--- src/rtl/apb_cmd_master.sv ---
// APB3 initiator: turns a valid/ready command stream into single APB transfers and
// returns one response per accepted command (slave error, decode error or timeout).
module apb_cmd_master #(
    parameter int unsigned ADDR_WIDTH     = 5,
    parameter int unsigned DATA_WIDTH     = 8,
    parameter int unsigned NUM_SLAVES     = 2,
    parameter int unsigned TIMEOUT_CYCLES = 16
) (
    input  logic                             PCLK,
    input  logic                             PRESETN,
    input  logic                             req_valid,
    output logic                             req_ready,
    input  logic                             req_write,
    input  logic [3:0]                       req_sel,
    input  logic [ADDR_WIDTH-1:0]            req_addr,
    input  logic [DATA_WIDTH-1:0]            req_wdata,
    output logic                             rsp_valid,
    output logic [DATA_WIDTH-1:0]            rsp_rdata,
    output logic                             rsp_err,
    output logic                             rsp_timeout,
    output logic                             busy,
    output logic [ADDR_WIDTH-1:0]            PADDR,
    output logic [NUM_SLAVES-1:0]            PSEL,
    output logic                             PENABLE,
    output logic                             PWRITE,
    output logic [DATA_WIDTH-1:0]            PWDATA,
    input  logic [NUM_SLAVES*DATA_WIDTH-1:0] PRDATA,
    input  logic [NUM_SLAVES-1:0]            PREADY,
    input  logic [NUM_SLAVES-1:0]            PSLVERR
);

    localparam int unsigned CNT_WIDTH =
        (TIMEOUT_CYCLES == 0) ? 1 : $clog2(TIMEOUT_CYCLES + 1);
    localparam logic [CNT_WIDTH-1:0] CNT_LIMIT   = CNT_WIDTH'(TIMEOUT_CYCLES);
    localparam logic [4:0]           SLAVE_COUNT = 5'(NUM_SLAVES);

    typedef enum logic [1:0] {
        StIdle,
        StSetup,
        StAccess,
        StResp
    } state_e;

    state_e                 state_q;
    logic                   write_q;
    logic [3:0]             sel_q;
    logic [CNT_WIDTH-1:0]   tcnt_q;

    logic [NUM_SLAVES-1:0]  psel_dec;
    logic                   sel_ready;
    logic                   sel_err;
    logic [DATA_WIDTH-1:0]  sel_rdata;
    logic [CNT_WIDTH-1:0]   tcnt_inc;
    logic                   timed_out;
    logic                   sel_in_range;

    // Decode the incoming select and mux back only the addressed slave's response.
    always_comb begin
        psel_dec  = '0;
        sel_ready = 1'b0;
        sel_err   = 1'b0;
        sel_rdata = '0;
        for (int k = 0; k < NUM_SLAVES; k++) begin
            psel_dec[k] = (req_sel == 4'(k));
            if (sel_q == 4'(k)) begin
                sel_ready = PREADY[k];
                sel_err   = PSLVERR[k];
                sel_rdata = PRDATA[k*DATA_WIDTH +: DATA_WIDTH];
            end
        end
    end

    assign sel_in_range = ({1'b0, req_sel} < SLAVE_COUNT);

    // Saturating wait counter; the limit test looks at the value after this cycle's wait.
    assign tcnt_inc  = (&tcnt_q) ? tcnt_q : tcnt_q + 1'b1;
    assign timed_out = (TIMEOUT_CYCLES != 0) && (tcnt_inc == CNT_LIMIT);

    assign req_ready = (state_q == StIdle) && PRESETN;
    assign busy      = (state_q != StIdle);

    always_ff @(posedge PCLK or negedge PRESETN) begin
        if (!PRESETN) begin
            state_q     <= StIdle;
            write_q     <= 1'b0;
            sel_q       <= '0;
            tcnt_q      <= '0;
            PADDR       <= '0;
            PSEL        <= '0;
            PENABLE     <= 1'b0;
            PWRITE      <= 1'b0;
            PWDATA      <= '0;
            rsp_valid   <= 1'b0;
            rsp_rdata   <= '0;
            rsp_err     <= 1'b0;
            rsp_timeout <= 1'b0;
        end else begin
            rsp_valid <= 1'b0;
            unique case (state_q)
                StIdle: begin
                    if (req_valid) begin
                        write_q <= req_write;
                        sel_q   <= req_sel;
                        tcnt_q  <= '0;
                        if (sel_in_range) begin
                            PSEL    <= psel_dec;
                            PADDR   <= req_addr;
                            PWRITE  <= req_write;
                            PWDATA  <= req_wdata;
                            state_q <= StSetup;
                        end else begin
                            // Unknown slave: answer straight away, never touch the bus.
                            rsp_valid   <= 1'b1;
                            rsp_err     <= 1'b1;
                            rsp_timeout <= 1'b0;
                            rsp_rdata   <= '0;
                            state_q     <= StResp;
                        end
                    end
                end
                StSetup: begin
                    PENABLE <= 1'b1;
                    state_q <= StAccess;
                end
                StAccess: begin
                    if (sel_ready) begin
                        PSEL        <= '0;
                        PENABLE     <= 1'b0;
                        rsp_valid   <= 1'b1;
                        rsp_err     <= sel_err;
                        rsp_timeout <= 1'b0;
                        rsp_rdata   <= (!write_q && !sel_err) ? sel_rdata : '0;
                        state_q     <= StResp;
                    end else begin
                        tcnt_q <= tcnt_inc;
                        if (timed_out) begin
                            PSEL        <= '0;
                            PENABLE     <= 1'b0;
                            rsp_valid   <= 1'b1;
                            rsp_err     <= 1'b1;
                            rsp_timeout <= 1'b1;
                            rsp_rdata   <= '0;
                            state_q     <= StResp;
                        end
                    end
                end
                StResp: begin
                    state_q <= StIdle;
                end
                default: begin
                    state_q <= StIdle;
                end
            endcase
        end
    end

endmodule

--- config.mk ---
export PLATFORM = sky130hd
export DESIGN_NAME = apb_cmd_master
export DESIGN_NICKNAME = d
export VERILOG_FILES = /design/src/rtl/apb_cmd_master.sv
export SDC_FILE = /design/constraint.sdc
export NUM_CORES = 1
export LEC_CHECK = 0
export ABC_CLOCK_PERIOD_IN_PS = 6200
export BUFFER_PORTS_ARGS = -buffer_cell sky130_fd_sc_hd__clkbuf_2
export CORE_ASPECT_RATIO = 1.2
export CORE_MARGIN = 3
export CORE_UTILIZATION = 44
export DETAILED_ROUTE_END_ITERATION = 10
export GPL_TIMING_DRIVEN = 1
export PLACE_DENSITY = 0.71
export REMOVE_ABC_BUFFERS = 1
export SLEW_MARGIN = 20
export SYNTH_ARGS = -nofsm -noshare
export SYNTH_HDL_FRONTEND = slang
export SYNTH_SLANG_ARGS = --single-unit
--- constraint.sdc ---
create_clock -name PCLK -period 6.2 [get_ports PCLK]
set_input_delay 0.62 -clock PCLK [delete_from_list [all_inputs] [get_ports PCLK]]
set_output_delay 0.62 -clock PCLK [all_outputs]
set_load 0.01 [all_outputs]
**Word-level counts from Yosys, hierarchy flattened**

Cells that the tools add are included.

- Output and inout port bits: 30
- Bits in read-only memories: 0
- Input port bits: 41
- Latch bits: 0
- Bits in writable memories: 0
- Logic and storage cells: 87
- Memories kept: 0
- Flip-flop bits (word level): 40

- Divide/modulo/power cells: 0
- Multiply operators: 0
- Shift-type cells: 0
- $lt $le $gt $ge: 1
- Equality and inequality tests: 11
- Reductions and logical operators: 18
- Mux-type cells: 43
- $add $sub $neg: 1
- Bitwise gates (word level): 0

Operator list:

| cell | count |
|---|---|
| $mux 8 | 7 |
| $mux 1 | 17 |
| $mux 2 | 8 |
| $pmux 8 s2 | 1 |
| $mux 5 | 3 |
| $pmux 5 s2 | 1 |
| $eq 4x1->1 const B | 2 |
| $logic_not 4->1 | 2 |
| $ne 2x2->1 const B | 4 |
| $pmux 1 s2 | 4 |
| $pmux 2 s4 | 1 |
| $reduce_and 4->1 | 2 |
| $reduce_and 2->1 | 3 |
| $reduce_and 3->1 | 2 |
| $reduce_bool 2->1 | 3 |
| $add 5x1->5 const B | 1 |
| $eq 5x5->1 const B | 1 |
| $reduce_and 5->1 | 1 |
| $eq 2x2->1 const B | 2 |
| $lt 4x2->1 const B | 1 |
| $pmux 2 s2 | 1 |
| $ne 3x3->1 const B | 1 |
| $eq 2x1->1 const B | 1 |
| $logic_and 1x1->1 | 2 |
| 2 further kinds | 3 |

**Longest topological paths before layout**

Gate-level depths: netlist (run 1).

- Depth after elaboration: 8
- Depth in mapped cells: 8
- Depth with buffers taken out: 7

**Worst setup path before layout (run 1)**

OpenSTA, ideal clock, no wires.

- Path type: register -> register
- From: reg tcnt_q[0]
- To: reg rsp_err
- Stages on the path, launching flop included: 7
- Period minus slack after synthesis: 2.051 ns
- Path buffers: 0
- Data required time: 6.075 ns
- Path slack: 4.149 ns
- Data arrival time: 1.926 ns
- Setup time: 0.125 ns
- Path through: dfrtp_1 > ha_1 > or2_2 > a21oi_1 > o211ai_2 > a21oi_4 > mux2_2

- Cells in the longest elaborated chain, start to end: 5
- Elaborated cells between the ends (all ways): 6
- Those cells by class: add/sub: 1; eq/ne: 2; mux: 1; reduce/logical: 2

Ends and longest elaborated chain:

| element | RTL line | source |
|---|---|---|
| from (decl) | 47 | `logic [CNT_WIDTH-1:0] tcnt_q;` |
| from (signal assigned) | 135 | `tcnt_q <= tcnt_inc;` |
| $add 5x1->5 or $reduce_and 5->1 (tied branches) | 76 | `assign tcnt_inc = (&tcnt_q) ? tcnt_q : tcnt_q + 1'b1;` |
| $mux 5 (*) | 76 |  |
| $eq 5x5->1 (*) | 77 | `assign timed_out = (TIMEOUT_CYCLES != 0) && (tcnt_inc == CNT_LIMIT);` |
| $ne 3x3->1 (no line) (*) | -- |  |
| $reduce_and 4->1 (no line) (*) | -- |  |
| to (signal assigned) | 130 | `rsp_err <= sel_err;` |
| to (decl) | 19 | `output logic rsp_err,` |

Every way passes the cells marked *; elsewhere a longest branch is shown, timed or not.
A chain may end at the register's enable or synchronous reset.

**Final worst setup path (run 1)**

- From: reg tcnt_q[1]
- To: reg rsp_rdata[1]

- Cells in the longest elaborated chain, start to end: 5
- Elaborated cells between the ends (all ways): 6
- Those cells by class: add/sub: 1; eq/ne: 2; mux: 1; reduce/logical: 2

Ends and longest elaborated chain:

| element | RTL line | source |
|---|---|---|
| $add 5x1->5 or $reduce_and 5->1 (tied branches) | 76 |  |
| $mux 5 (*) | 76 |  |
| $eq 5x5->1 (*) | 77 |  |
| $ne 3x3->1 (no line) (*) | -- |  |
| $reduce_and 4->1 (no line) (*) | -- |  |
| to (signal assigned) | 132 | `rsp_rdata <= (!write_q && !sel_err) ? sel_rdata : '0;` |
| to (decl) | 18 | `output logic [DATA_WIDTH-1:0] rsp_rdata,` |

Marks and branches as above.

==> results.md, run 1 <==
- Status: finished, final reports clean
- Period utilisation layout: 37.8%
- Commonest non-fill, non-tap cell in the layout: clkbuf_2
- Reg2reg path depth: 6
- Library cells used by synthesis: 38
- Layout cells sized above 1: 49.6%
- Clk pwr share: 17.1%
- Clock root cell: clkbuf_8
- Max Cap Viol: 0
- Register area: 1000 sq um
- Final Critical Period: 2340 ps
- WP data arrival: 2510 ps
- Critical Path End: rsp_rdata[1]
- Synth Area in Compound Gates: 9.85%
- Mux cell area share after synthesis: 23.0%
- Total wire length: 4030 um
- RSZ-0062 raised after global routing: no
- Startpoint Class: flip-flop
- Worst Max-Slew Pin Slew: 869 ps
- EDFF count, synth: 0
- CTS Buf Count: 5
- WS Path Type: reg -> reg
- Avg Synthesized Cell Area: 12.1 sq um
- Initial Util: 47.8%
- CTS tree: yes
- PnR Total Power: 1.04 mW
- Site Rows: 25
- Top Ports: 71
- Synth Instances: 162
- Hold WC Path Type: in -> async
- Area occupied by multi-input gates: 895 sq um
- Fmax: 427 MHz
- Die H: 79.1 um
- Ys flop type: dfrtp_1
- P_sw: 0.376 mW
- Largest net degree at the start of global routing: 42
- Final core area utilization: 59.3%
- FF+latch count, synth: 40
- DRT iter0 DRCs: 72
- Cell internal pwr: 0.665 mW
- Layout filler cell count: 371
- DR vias/cell: 5.15
- Ys async rst share: 100%
- Postcts setup bufs: 0
- Initial antenna violation count: 0
- Pwr Density: 429 nW/um^2
- Clk buf depth: 2
- Vias in the first global route: 1529
- Commonest non-fill, non-tap cells in the layout: clkbuf_2, dfrtp_1, mux2_2
- Die area: 5290 sq um
- Vias: 1484
- Cell Area, Synth: 1960 sq um
- FF-to-FF setup slack: 3860 ps
- Worst VDD drop: 0.000224 V
- CTS hold repair buffers: 0
- Fin. max-slew vios: 0
- # clock sinks: 40
- # resized after CTS: 0
- DR WL/cell: 14.0 um
- Slew headroom: 42.0%
- Switching share of power: 36.1%
- FF-to-FF End: rsp_rdata[1]
- Area of the core: 4100 sq um
- Synth warn: 0
- Data required time of the worst path: 6370 ps
- Worst Setup SP: tcnt_q[1]
- Hpwl dp: 3090 um
- Final nets: 277
- Kind of end point of the critical path: flip-flop
- DRT Pass-1 Iters: 4
- H-Tree Depth: 2
- # DRC: 0
- Congestion Overflow GR: 0
- Clock-pin slew on the worst setup and hold paths: 80 ps
- GRT Total Usage: 16.7%
- Global-route wire length before repair: 6820 um
- Sequential cell area fraction in the yosys report: 51.2%
- Share of power burned in registers: 40.2%
- Synth Area in Simple Gates: 11.0%
- Hold Violations, Final: 0
- Worst Path Max Fanout: 10
- Leakage power: 1.25 nW
- Area leader, netlist: dfrtp_1
- ANT nets after route: 0
- R2r startpoint: tcnt_q[1]
- GPL Wtd Cong: 0.748
- Synth Area in Adders: 1.92%
- Die Width: 66.9 um
- Worst skew pair latency: 280 ps
- Buffers on Ports: 70
- Largest family of logic cells by synthesized area: multiplexers
- Area grow syn2layout: 24.2%
- Area contributors post-synth: dfrtp_1, mux2_2, mux2i_1, a21oi_1, ha_1
- Setup TNS: 0 ps
- Synth Area in XOR/XNOR: 0%
- Final setup viols: 0
- Top cell type's share of synthesized area: 51.2%
- Clock Skews: 4.73 ps
- Logic gate share of total power: 42.7%
- # diodes: 0
-- synthesized netlist by cell type (all sizes together) (2+ instances only) --
master,number
nand2,8
clkbuf,2
dfrtp,40
nor3,3
inv,6
and2b,2
nor2,10
a2bb2oi,2
a21oi,9
mux2i,10
o22a,2
buf,3
ha,3
nand3,6
o21ai,3
nand4,2
mux2,31
and2,2
o2bb2ai,3
nor2b,2
-- power groups by stage --
stage | Sequential, mW | Combinational [mW] | Clock (mW)
floorplan | 0.442 | 0.288 | 0
global placement | 0.422 | 0.441 | 0
detailed placement | 0.424 | 0.450 | 0
CTS | 0.420 | 0.451 | 0.182
global route | 0.434 | 0.492 | 0.195
finish | 0.419 | 0.445 | 0.178
-- per-stage QoR --
step                hold slack [ps]  instance area (sq um)  std cells  setup WS (ps)
finish                          442                   2430        288           3860
global route                    518                   2430        288           3690
CTS                             499                   2430        288           3800
detailed placement              482                   2340        280           3800
global placement                479                   2340        280           3790
floorplan                       324                   1920        156           4150
-- worst max-delay path: stages, from the launching register on --
cell	delay, ps
dfrtp_1	440
ha_1	300
nand4_1	220
mux2i_1	290
o211ai_2	220
a21oi_4	370
mux2_2	380
-- worst min-delay path by stage --
| stage | endpoint | slack, ps | depth (start not counted) |
|---|---|---|---|
| 4_1_cts | state_q[0] | 500 | 1 |
| 3_5_place_dp | state_q[0] | 480 | 1 |
| 2_1_floorplan | PADDR[0] | 320 | 0 |
| 5_1_grt | PSEL[0] | 520 | 1 |
| 3_3_place_gp | state_q[0] | 480 | 1 |
| 6_report | PSEL[1] | 440 | 1 |
-- routing by layer --
| metal | share of wire [%] | vias up | routed length [um] | GRT usage (%) |
|---|---|---|---|---|
| li1 | - | 724 | - | - |
| met2 | 51 | 43 | 2060 | 28.4 |
| met5 | 0 | - | 0 | 0 |
| met3 | 7.3 | 5 | 292 | 5.23 |
| met1 | 40 | 712 | 1610 | 19.2 |
| met4 | 1.6 | 0 | 63 | 6.90 |
-- registers in the layout, indices dropped and copies added, names as in the netlist, 2 cells and up --
name and cells:
PWDATA 8, rsp_rdata 8, PADDR 5, tcnt_q 5, sel_q 4, PSEL 2
state_q 2
-- cells by family after synthesis --
group | after synthesis
simple gates | 41
fa+ha+maj | 3
flops | 40
compound gates | 25
buf+inv | 12
mux | 41
-- cell type report --
type | instances | area share [%]
repair buffers | 70 | 14.4
clock inverters | 1 | 0.309
inverters | 6 | 0.927
flip-flops and latches | 40 | 41.2
clock buffers | 7 | 3.55
well taps | 54 | 2.78
multi-input cells | 110 | 36.8
No activity file was read; power rests on OpenSTA's default activity.
==> run 2, diff against run 1 <==
Settings changed: ABC_CLOCK_PERIOD_IN_PS 6200 to 2200.
Clock period 6.2 ns to 2.2 ns, I/O delays scaled along.
==> run 2 against run 1 <==
Clock power grew to 2.6 times the previous value. Largest power group unchanged. Critical endpoint is now rsp_rdata[0]. Sequential share of layout area is 1.5 points lower. First-iteration DRC count shrank 89%. Clock-buffer cell count fell by 1. Non-clock buffer count increased by 12. Die area is the same. Critical path depth is 1 higher. Sequential power rose to 2.7 times the previous value.
==> results.md, run 2 (same netlist as run 1, synthesis figures left out) <==
- Status: finished, final reports clean
- Area grow syn2layout: 28.8%
- Clk buf depth: 2 (unchanged)
- Share of power burned in registers: 37.0% (-3.2 points)
- Worst Max-Slew Pin Slew: 501 ps (-368 ps)
- Clock-pin slew on the worst setup and hold paths: 70 ps (about the same)
- DRT iter0 DRCs: 8 (-89%)
- Setup TNS: 0 ps (unchanged)
- Fmax: 480 MHz (+12%)
- Startpoint Class: flip-flop
- Area of the core: 4100 sq um (unchanged)
- Die area: 5290 sq um (unchanged)
- Pwr Density: 1210 nW/um^2 (+180%)
- Min Hold Slack: 9.27 ps (-433 ps)
- P_sw: 1.08 mW (+190%)
- Die H: 79.1 um (unchanged)
- Clk pwr share: 14.8% (-2.3 points)
- Worst VDD drop: 0.000676 V (+200%)
- Final Critical Period: 2080 ps (-258 ps)
- Initial antenna violation count: 0 (unchanged)
- Buffers on Ports: 70 (unchanged)
- WP data arrival: 2260 ps (-250 ps)
- Commonest non-fill, non-tap cell in the layout: clkbuf_2
- Clock Skews: 3.74 ps (-0.992 ps)
- Hold WC Path Type: in -> async
- Switching share of power: 35.4% (-0.73 points)
- Worst skew pair latency: 290 ps (about the same)
- Total wire length: 4210 um (+4.6%)
- CTS tree: yes
- CTS Buf Count: 5 (unchanged)
- DRT Pass-1 Iters: 4 (unchanged)
- WS Path Type: reg -> reg
- Vias in the first global route: 1617 (+5.8%)
- Top Ports: 71 (unchanged)
- Max Cap Viol: 0 (unchanged)
- ANT nets after route: 0 (unchanged)
- # DRC: 0 (unchanged)
- Kind of end point of the critical path: flip-flop
- Logic gate share of total power: 48.1% (+5.4 points)
- Largest net degree at the start of global routing: 41 (-2.4%)
- Reg2reg path depth: 7 (+1)
- Hpwl dp: 3230 um (+4.6%)
- Congestion Overflow GR: 0 (unchanged)
- H-Tree Depth: 2 (unchanged)
- Data required time of the worst path: 2380 ps (-3990 ps)
- GRT Total Usage: 17.7% (+1.0 points)
- Initial Util: 47.8% (unchanged)
- Cell internal pwr: 1.98 mW (+200%)
- Fin. max-slew vios: 0 (unchanged)
- Final setup viols: 0 (unchanged)
- # diodes: 0 (unchanged)
- Leakage power: 1.30 nW (+4.2%)
- DR vias/cell: 5.12 (-0.63%)
- Die Width: 66.9 um (unchanged)
- Hold Violations, Final: 0 (unchanged)
- Placed cell count: 291 (+3.9%)
- Placed cell area: 2420 sq um (+3.5%)
- Layout cells sized above 1: 52.2% (+2.7 points)
- Site Rows: 25 (unchanged)
- Post-Layout Cell Count: 299 (+3.8%)
- # clock sinks: 40 (unchanged)
- Period utilisation layout: 94.7% (+57 points)
- DR WL/cell: 14.1 um (+0.72%)
- Global-route wire length before repair: 7090 um (+4.0%)
- Commonest non-fill, non-tap cells in the layout: clkbuf_2, dfrtp_1, mux2_2
- Post-route design area: 2520 sq um (+3.7%)
- Largest regs: PWDATA (8), rsp_rdata (8)
- Final nets: 289 (+4.3%)
- Vias: 1531 (+3.2%)
- Worst Path Max Fanout: 9 (-1)
- GPL Wtd Cong: 0.707 (-5.5%)
- Slew headroom: 66.6% (+25 points)
- Clock root cell: clkbuf_8
==> run 2: cell types whose count changed in the layout (fill, tap and decap cells not counted), sizes merged <==
cell / before / now
clkinv: 0 / 1
clkinvlp: 1 / 0
buf: 1 / 12
==> run 2: metal layers <==
metal | global-route usage, % | routed length, um | vias to the layer above
met4 | 6.09 | 65 | 0
li1 | - | - | 745
met5 | 0 | 0 | -
met2 | 30.8 | 2140 | 48
met1 | 20.2 | 1720 | 731
met3 | 5.80 | 283 | 7
==> run 2: timing repair <==
action / CTS / global route
resized for setup: 0 / 1
buffers inserted: 0 / 1
hold endpoints to repair: 0 / 0
endpoints found under the setup margin: 0 / 10
hold buffers: 0 / 0
==> run 2: stage by stage <==
stage	setup WS (ps)	total power, mW	util [%]
after floorplan	149	2.05	-
after global placement	131	2.54	59.0
after detailed placement	117	2.56	59.0
after CTS	94.3	3.03	60.9
after global routing	-11.5	3.30	61.5
final	116	3.06	61.5
==> run 2: cell type report <==
class	instances	area (sq um)
Sequential cell	40	1000
Inverter	6	22.5
Multi-Input combinational cell	110	898
Timing Repair Buffer	82	453
Clock inverter	1	5.00
Tap cell	54	67.6
Clock buffer	6	72.6
Fill cell	361	1580
==> run 2: power by group through the flow <==
stage                     clock, mW  sequential, mW  combinational, mW
after floorplan                   0            1.24              0.810
after global placement            0            1.14               1.40
after detailed placement          0            1.15               1.42
after CTS                     0.470            1.14               1.42
after global routing          0.504            1.17               1.63
final                         0.454            1.13               1.47
==> run 2: final timing paths <==
kind                       slack, ps           end         from
setup reg to reg                 120  rsp_rdata[0]    tcnt_q[0]
hold / removal                     9    state_q[0]      PRESETN
max in group asynchronous       1850     PWDATA[0]      PRESETN
min in group PCLK                160      PADDR[4]  req_addr[4]
setup / recovery                 120  rsp_rdata[0]    tcnt_q[0]
hold reg to reg                  490    state_q[0]   state_q[0]
==> run 2: critical path, cell delays in order, from the launching register on <==
cell      delay, ps
dfrtp_1         380
ha_1            270
nand4_1         200
mux2i_2         270
o211ai_2        160
a21oi_4         210
buf_12          150
mux2_2          330
